**src/rtl/bus_sequencer.sv**
```systemverilog
// bus_sequencer: sequences instruction fetch, optional data access and commit
// over a single shared memory port (one outstanding request at a time).
//
// Per instruction: FETCH -> DECODE -> [DATA] -> COMMIT -> FETCH (or HALTED).
// All outputs come straight from registers. A request is launched on the edge
// that enters FETCH/DATA and dropped on the edge where bus_ack is sampled.
// pc_enable and the instret increment appear together in the COMMIT cycle.
//
// Ports:
//   clock, reset            - clock and synchronous active-high reset
//   halt                    - park in HALTED after the current commit
//   pc_addr                 - fetch address, sampled when FETCH is entered
//   dm_read_en/dm_write_en  - data access enables, sampled in DECODE
//   store_byte, dm_addr,
//   dm_wdata                - store width/address/data, sampled in DECODE
//   inst, dm_rdata          - latched instruction / latched load data
//   pc_enable               - one-cycle commit strobe
//   bus_addr, bus_wdata,
//   bus_sel, bus_read,
//   bus_write               - shared memory request (held until acked)
//   bus_ack, bus_rdata      - shared memory response
//   instret                 - retired instruction count (wraps)
//   bus_error               - sticky ack-timeout flag
//
// Build option: define ARB_TIMEOUT_EN to add an ack watchdog of
// TIMEOUT_CYCLES cycles; without it the sequencer waits forever for bus_ack
// and bus_error stays 0.

module bus_sequencer #(
   parameter int unsigned TIMEOUT_CYCLES = 32'd255
) (
   input  logic        clock,
   input  logic        reset,
   input  logic        halt,
   input  logic [31:0] pc_addr,
   input  logic        dm_read_en,
   input  logic        dm_write_en,
   input  logic        store_byte,
   input  logic [31:0] dm_addr,
   input  logic [31:0] dm_wdata,
   output logic [31:0] inst,
   output logic [31:0] dm_rdata,
   output logic        pc_enable,
   output logic [31:0] bus_addr,
   output logic [31:0] bus_wdata,
   output logic [3:0]  bus_sel,
   output logic        bus_read,
   output logic        bus_write,
   input  logic        bus_ack,
   input  logic [31:0] bus_rdata,
   output logic [31:0] instret,
   output logic        bus_error
);

   typedef enum logic [2:0] {
      S_IDLE   = 3'd0,
      S_FETCH  = 3'd1,
      S_DECODE = 3'd2,
      S_DATA   = 3'd3,
      S_COMMIT = 3'd4,
      S_HALTED = 3'd5
   } state_t;

   localparam logic [31:0] LP_NOP = 32'h0000_0013;

   state_t      r_state, w_state_nxt;
   logic [31:0] r_inst, w_inst_nxt;
   logic [31:0] r_dm_rdata, w_dm_rdata_nxt;
   logic        r_pc_enable, w_pc_enable_nxt;
   logic [31:0] r_bus_addr, w_bus_addr_nxt;
   logic [31:0] r_bus_wdata, w_bus_wdata_nxt;
   logic [3:0]  r_bus_sel, w_bus_sel_nxt;
   logic        r_bus_read, w_bus_read_nxt;
   logic        r_bus_write, w_bus_write_nxt;
   logic [31:0] r_instret, w_instret_nxt;
   logic        w_timeout;
   logic        w_done;
   logic        w_data_req;

   // A request finishes on a real ack or on a watchdog expiry.
   assign w_done     = bus_ack | w_timeout;
   assign w_data_req = dm_read_en | dm_write_en;

`ifdef ARB_TIMEOUT_EN
   logic [31:0] r_wait_cnt;
   logic        r_bus_error;

   // Expiry fires on the last allowed wait cycle so the request is visible
   // for exactly TIMEOUT_CYCLES cycles.
   assign w_timeout = (r_wait_cnt == (TIMEOUT_CYCLES - 32'd1));

   // Wait counter runs only while a request is outstanding; sticky error flag.
   always_ff @(posedge clock) begin
      if (reset) begin
         r_wait_cnt  <= 32'd0;
         r_bus_error <= 1'b0;
      end else begin
         if ((r_state == S_FETCH) || (r_state == S_DATA)) begin
            r_wait_cnt <= r_wait_cnt + 32'd1;
         end else begin
            r_wait_cnt <= 32'd0;
         end
         if (((r_state == S_FETCH) || (r_state == S_DATA)) && w_timeout && !bus_ack) begin
            r_bus_error <= 1'b1;
         end else begin
            r_bus_error <= r_bus_error;
         end
      end
   end

   assign bus_error = r_bus_error;
`else
   // No watchdog: the parameter is referenced only to keep it part of the
   // interface of this build; the expression is constant zero.
   assign w_timeout = (TIMEOUT_CYCLES == 32'd0) && 1'b0;
   assign bus_error = 1'b0;
`endif

   // State and output registers.
   always_ff @(posedge clock) begin
      if (reset) begin
         r_state     <= S_IDLE;
         r_inst      <= 32'd0;
         r_dm_rdata  <= 32'd0;
         r_pc_enable <= 1'b0;
         r_bus_addr  <= 32'd0;
         r_bus_wdata <= 32'd0;
         r_bus_sel   <= 4'd0;
         r_bus_read  <= 1'b0;
         r_bus_write <= 1'b0;
         r_instret   <= 32'd0;
      end else begin
         r_state     <= w_state_nxt;
         r_inst      <= w_inst_nxt;
         r_dm_rdata  <= w_dm_rdata_nxt;
         r_pc_enable <= w_pc_enable_nxt;
         r_bus_addr  <= w_bus_addr_nxt;
         r_bus_wdata <= w_bus_wdata_nxt;
         r_bus_sel   <= w_bus_sel_nxt;
         r_bus_read  <= w_bus_read_nxt;
         r_bus_write <= w_bus_write_nxt;
         r_instret   <= w_instret_nxt;
      end
   end

   // Next-state selection.
   always_comb begin
      w_state_nxt = r_state;
      case (r_state)
         S_IDLE:   w_state_nxt = S_FETCH;
         S_FETCH:  if (w_done) w_state_nxt = S_DECODE; else w_state_nxt = S_FETCH;
         S_DECODE: if (w_data_req) w_state_nxt = S_DATA; else w_state_nxt = S_COMMIT;
         S_DATA:   if (w_done) w_state_nxt = S_COMMIT; else w_state_nxt = S_DATA;
         S_COMMIT: if (halt) w_state_nxt = S_HALTED; else w_state_nxt = S_FETCH;
         S_HALTED: if (halt) w_state_nxt = S_HALTED; else w_state_nxt = S_FETCH;
         default:  w_state_nxt = S_IDLE;
      endcase
   end

   // Next values of the output registers; address/select/data hold between
   // requests and are only reloaded when a new request is launched.
   always_comb begin
      w_inst_nxt      = r_inst;
      w_dm_rdata_nxt  = r_dm_rdata;
      w_pc_enable_nxt = 1'b0;
      w_bus_addr_nxt  = r_bus_addr;
      w_bus_wdata_nxt = r_bus_wdata;
      w_bus_sel_nxt   = r_bus_sel;
      w_bus_read_nxt  = r_bus_read;
      w_bus_write_nxt = r_bus_write;
      w_instret_nxt   = r_instret;
      case (r_state)
         S_FETCH: begin
            if (w_done) begin
               w_bus_read_nxt = 1'b0;
               if (bus_ack) w_inst_nxt = bus_rdata; else w_inst_nxt = LP_NOP;
            end else begin
               w_bus_read_nxt = 1'b1;
            end
         end
         S_DECODE: begin
            if (w_data_req) begin
               w_bus_addr_nxt = dm_addr;
               if (dm_write_en) begin
                  w_bus_write_nxt = 1'b1;
                  w_bus_read_nxt  = 1'b0;
                  if (store_byte) begin
                     w_bus_sel_nxt   = 4'b0001 << dm_addr[1:0];
                     w_bus_wdata_nxt = {4{dm_wdata[7:0]}};
                  end else begin
                     w_bus_sel_nxt   = 4'b1111;
                     w_bus_wdata_nxt = dm_wdata;
                  end
               end else begin
                  w_bus_write_nxt = 1'b0;
                  w_bus_read_nxt  = 1'b1;
                  w_bus_sel_nxt   = 4'b1111;
               end
            end else begin
               w_pc_enable_nxt = 1'b1;
               w_instret_nxt   = r_instret + 32'd1;
            end
         end
         S_DATA: begin
            if (w_done) begin
               w_bus_read_nxt  = 1'b0;
               w_bus_write_nxt = 1'b0;
               w_pc_enable_nxt = 1'b1;
               w_instret_nxt   = r_instret + 32'd1;
               if (r_bus_read) begin
                  if (bus_ack) w_dm_rdata_nxt = bus_rdata; else w_dm_rdata_nxt = 32'd0;
               end else begin
                  w_dm_rdata_nxt = r_dm_rdata;
               end
            end else begin
               w_bus_read_nxt  = r_bus_read;
               w_bus_write_nxt = r_bus_write;
            end
         end
         S_IDLE, S_COMMIT, S_HALTED: begin
            // bus_ack is ignored here; only a fetch launch touches the bus.
            if (w_state_nxt == S_FETCH) begin
               w_bus_read_nxt  = 1'b1;
               w_bus_write_nxt = 1'b0;
               w_bus_addr_nxt  = pc_addr;
               w_bus_sel_nxt   = 4'b1111;
            end else begin
               w_bus_read_nxt  = 1'b0;
               w_bus_write_nxt = 1'b0;
            end
         end
         default: begin
            w_bus_read_nxt  = 1'b0;
            w_bus_write_nxt = 1'b0;
         end
      endcase
   end

   assign inst      = r_inst;
   assign dm_rdata  = r_dm_rdata;
   assign pc_enable = r_pc_enable;
   assign bus_addr  = r_bus_addr;
   assign bus_wdata = r_bus_wdata;
   assign bus_sel   = r_bus_sel;
   assign bus_read  = r_bus_read;
   assign bus_write = r_bus_write;
   assign instret   = r_instret;

endmodule

```
**config.mk**
```make
export PLATFORM = sky130hd
export DESIGN_NAME = bus_sequencer
export DESIGN_NICKNAME = d
export VERILOG_FILES = /design/src/rtl/bus_sequencer.sv
export SDC_FILE = /design/constraint.sdc
export NUM_CORES = 1
export LEC_CHECK = 0
export ABC_AREA = 1
export BUFFER_PORTS_ARGS = -buffer_cell sky130_fd_sc_hd__buf_4
export CAP_MARGIN = 15
export CORE_MARGIN = 8
export CORE_UTILIZATION = 35
export DETAILED_ROUTE_END_ITERATION = 6
export PLACE_DENSITY = 0.71
export SLEW_MARGIN = 20
export SYNTH_ARGS = -nofsm -noshare
export SYNTH_HDL_FRONTEND = slang
export SYNTH_SLANG_ARGS = --single-unit
```
**constraint.sdc**
```tcl
create_clock -name clock -period 1.66 [get_ports clock]
set_input_delay 0 -clock clock [delete_from_list [all_inputs] [get_ports clock]]
set_output_delay 0 -clock clock [all_outputs]
set_load 0.1 [all_outputs]
```
Yosys cells after proc, flatten, opt, wreduce, memory -nomap -nowiden
Cells that the tools add are included.

Shift operators: 1. Equality and inequality tests: 10. Div/mod/pow operators: 0. $mul: 0. Muxes and demuxes: 29. Bitwise operators: 2. Add/sub/neg operators: 1. Reduce and logical (&&, ||, !) cells: 12. Order comparisons: 0.

Operator list (count): 2-to-1 mux 32 bit (5); one-hot mux 32 bit (2 select lines) (2); adder 32 x 1 -> 32 bit (second input constant) (1); 2-to-1 mux 4 bit (4); one-hot mux 3 bit (5 select lines) (1); AND reduction 3 bit (5); 2-to-1 mux 1 bit (9); 2-to-1 mux 3 bit (3); != test 2 bit (second input constant) (4); one-hot mux 4 bit (2 select lines) (1); == test 3 x 1 -> 1 bit (second input constant) (2); == test 3 x 2 -> 1 bit (second input constant) (2); == test 3 bit (second input constant) (2); one-hot mux 1 bit (4 select lines) (1); AND reduction 2 bit (2); nonzero test 2 bit (2); << shifter 1 x 2 -> 4 bit (first input constant) (1); zero test 3 bit (1); one-hot mux 1 bit (3 select lines) (1); OR reduction 3 bit (1); 2-to-1 mux 2 bit (1); one-hot mux 1 bit (2 select lines) (1); OR reduction 2 bit (1); inverter 1 bit (1); bitwise OR 1 bit (1).

Word-level logic and storage cells: 65. Memories kept: 0. Register bits after elaboration: 170. Input port bits: 135. Bits in writable memories: 0. Memory bits (read-only): 0. Bits in latches: 0. Output and inout port bits: 168.

Depth between registers and ports, before layout
Depth after elaboration: 6. Gate-level depth with buffers: 10. Depth with buffers taken out: 10.

Least setup slack after synthesis
No wires, ideal clock.

Kind: register to register. Start: register r_instret[0], in the netlist instret[0]. End: register r_instret[26], in the netlist instret[26]. Setup slack: -0.704 ns. Data arrival time: 2.245 ns. Buffers on the path: 0. Stages on the path, launching flop included: 9. Data required time: 1.541 ns. Setup time: 0.119 ns. Clock period less this slack: 2.364 ns. Path through: dfxtp_1 ha_1 nand3_1 nor3_1 nand3_1 nor2_1 nand3_1 nand2_1 nor2_1.

Word-level cells in the longest chain between the ends: 3. Elaborated cells between the ends (all ways): 4. Classes of those cells: add/sub: 1; mux: 3.

RTL lines: from (decl) (line 75) `logic [31:0] r_instret, w_instret_nxt;`; from (signal assigned) (line 142) `r_instret <= w_instret_nxt;`; adder 32 x 1 -> 32 bit (*) (line 201, 209); 2-to-1 mux 32 bit (on tied branches) (line 205, 182); one-hot mux 32 bit (2 select lines) (*) (line 172) `case (r_state)`.

Every way passes the cells marked *; elsewhere a longest branch is shown, timed or not. The select of a mux whose other input is x is not followed. A chain may end at the register's enable or synchronous reset.

Worst setup path in the final report
Start: register r_state[2]. End: register r_inst[23], in the netlist inst[23].

Word-level cells in the longest chain between the ends: 2.

RTL lines: from (decl) (line 66) `state_t r_state, w_state_nxt;`; from (signal assigned) (line 133) `r_state <= w_state_nxt;`; == test 3 x 1 -> 1 bit (line 172); AND reduction 2 bit (no line); to (signal assigned) (line 134) `r_inst <= w_inst_nxt;`; to (decl) (line 67) `logic [31:0] r_inst, w_inst_nxt;`.

Every way passes these cells.

==> results.cfg <==
[worst_setup_path]
cp-end-kind = flop
reg2reg_from = r_state[2]$_SDFF_PP0_
path_max_fanout = 32
crit_arrival_ps = 1900
reg2reg_slack_ps = 70
reg2reg_to = inst[23]$_SDFFE_PP0P_
critical_path_class = reg -> reg
rr_worst_depth = 9
crit_start = r_state[2]$_SDFF_PP0_
crit_required_ps = 1970
startpoint_type = flop

[detailed_routing]
wire_per_inst_um = 15.3
dr_wl_met2_mm = 14.0
drc = 0
top_layer = met4
m1WireLength_mm = 10.3
vias = 8637
drtPass1Iterations = 6
drtAntennaViolNets = 0
vias_per_cell = 4.77
first_iter_violations = 427
wl_mm = 27.7
dr_wl_met3_mm = 2.27

[place]
io_buffers = 301
place_ws_ps = 10.4
place.gp.congestion = 0.844
place_hpwl_mm = 18.8
dpl.cell_count = 1643

[clock_network]
clock_latency_ps = 430
clock_path_buffers = 2
cts_sinks = 170
cts_tree = yes
numCtsBuffers = 17
path_clk_slew_ps = 70
cts-root-buf = clkbuf_16
htreeDepth = 4

[sta]
period_needed_ps = 1590
max_freq_ghz = 0.629
drv_slew = 0
setup_violations = 0
timing.final.ws_setup_ps = 70.4
fin_skew_ps = 18.8
worstMarginPinSlew_ps = 698
max_slew_margin_pct = 53.5
hold_violations = 0
finalCritPeriodShare_pct = 95.8

[die]
die_w_um = 163
dieHeight_um = 163
rows = 53
floorplan.initialDensity_pct = 35.8
ios = 303
die_area_mm2 = 0.0265
core_mm2 = 0.0211

[worst_hold_path]
hold_end = bus_wdata[19]$_SDFFE_PP0P_
min_path_type = in -> reg
holdPathStages = 5
hp-start = dm_wdata[19]

[power_and_ir_drop]
ir_drop_v = 0.000619
cellLeakagePower_nw = 5.54
power_density_mw_per_mm2 = 1040
power_mw = 12.7

[global_routing]
grt_usage_pct = 20.1
gr-total-overflow = 0
antenna_found_initial = 3
grt_pass1_wl_mm = 43.5
grt_max_degree = 50
first_global_vias = 8669

[cells_and_area]
finalNetCount = 1656
final_cells = 1811
drive_above_1_share_pct = 29.8
area_delta_synth_final_pct = 61.4

[logic_synthesis]
seq_area_frac_synth_pct = 45.1
yosys_warnings = 0
netlist_instances = 1101
async_flop_share_pct = 0
avgSynthCellArea_um2 = 6.86
ys_types = 34
netlist_area_mm2 = 0.00755
synth_edf_count = 0
syn-num-nets = 1237
synth-seq-cells = 170
synth_flop_cell = dfxtp_1

[job]
drv_cap = 0

[run_status]
status = finished clean
[synth_stat cells (2+ instances only)]
library cell | n | area (um^2)
buf_4 | 11 | 82.6
nand3_1 | 23 | 115
nor2_4 | 2 | 22.5
dfxtp_1 | 170 | 3400
buf_8 | 3 | 45.0
nor2_1 | 264 | 991
nand4_1 | 4 | 25.0
a21oi_2 | 25 | 219
o21a_1 | 3 | 22.5
a21oi_1 | 33 | 165
nand2_2 | 2 | 12.5
xor2_1 | 3 | 26.3
buf_2 | 8 | 40.0
inv_1 | 67 | 251
nand2_1 | 275 | 1030
buf_6 | 4 | 45.0
o21ai_0 | 144 | 721
nor2_2 | 7 | 43.8
inv_2 | 3 | 11.3
clkbuf_1 | 30 | 113
nor3_1 | 7 | 35.0
[report_power, final]
part           switching (mW)  internal, mW  leakage, nW
registers               0.159          4.33         1.40
logic                    2.95          1.12         3.83
clock network            2.03          2.08        0.299
[flip-flops by register name (all words and copies together) (netlist names)]
register,flops
instret,32
dm_rdata,32
bus_read,1
r_state,3
pc_enable,1
bus_sel,4
bus_wdata,32
bus_write,1
bus_addr,32
inst,32
[cell usage in the layout (no fill, tap or decap), types with 4 or more instances in the layout]
cell type / n
a21oi_1: 32
a21oi_2: 25
buf_12: 5
buf_4: 320
clkbuf_16: 17
clkinv_8: 4
dfxtp_1: 136
dfxtp_2: 20
dfxtp_4: 14
dlygate4sd3_1: 128
inv_1: 64
inv_2: 5
inv_8: 4
nand2_1: 274
nand3_1: 20
nand4_1: 4
nor2_1: 261
nor2_2: 8
nor2_4: 4
o21ai_0: 143
[per-stage QoR]
stage,area (um^2),setup TNS [ps],hold slack (ps),utilization [%]
final,12200,0,35.1,57.8
after global routing,12200,-24.8,41.0,57.8
after CTS,12000,0,27.5,57.1
after detailed placement,10100,0,238,48.1
after global placement,10100,0,235,48.1
after floorplan,7630,-19.3,135,-
[cell type report]
type,instances,area (um^2)
Fill cell,1890,8900
Timing Repair Buffer,457,3820
Multi-Input combinational cell,803,3640
Sequential cell,170,3480
Clock buffer,17,425
Tap cell,275,344
Inverter,71,278
Clock inverter,15,191
Antenna cell,3,7.51
[layer usage]
metal | vias to the layer above | track usage (%)
met3 | 84 | 7.08
met2 | 308 | 34.9
li1 | 4317 | -
met4 | 0 | 10.4
met5 | - | 0
met1 | 3928 | 21.1
[cells by family (layout without fill, tap and decap cells)]
group	count (synthesis)	count (layout)	share of synthesized area, %
compound gates	206	206	15.0
xor+xnor	3	3	0.348
fa+ha+maj	1	1	0.166
buf+inv	128	560	7.95
simple gates	592	592	31.4
flops	170	170	45.1
other cells	1	4	0.0497
[worst max-delay path: stages (launching register included)]
cell and delay (ps):
dfxtp_1 370, inv_2 140, nand2_1 120, nor2_2 170, inv_2 70, nor2_4 100, inv_1 50, buf_4 230
nor2_2 150, nor2_1 70
[how the worst max path moves through the flow]
stage | slack, ps | cells after the start | end
floorplan | -20 | 8 | instret[26]$_SDFFE_PP0P_
global placement | 40 | 8 | bus_addr[2]$_SDFFE_PP0P_
detailed placement | 10 | 8 | bus_addr[10]$_SDFFE_PP0P_
CTS | 10 | 8 | bus_addr[10]$_SDFFE_PP0P_
global route | -8 | 7 | bus_sel[3]$_SDFFE_PP0P_
finish | 70 | 9 | inst[23]$_SDFFE_PP0P_
[what timing repair did]
item / in CTS / in global routing
endpoints found under the hold margin: 131 / 0
endpoints found under the setup margin: 0 / 78
buffers inserted: 0 / 5
gates resized for setup: 0 / 27
hold buffers: 128 / 0
No activity file was read; power rests on OpenSTA's default activity.
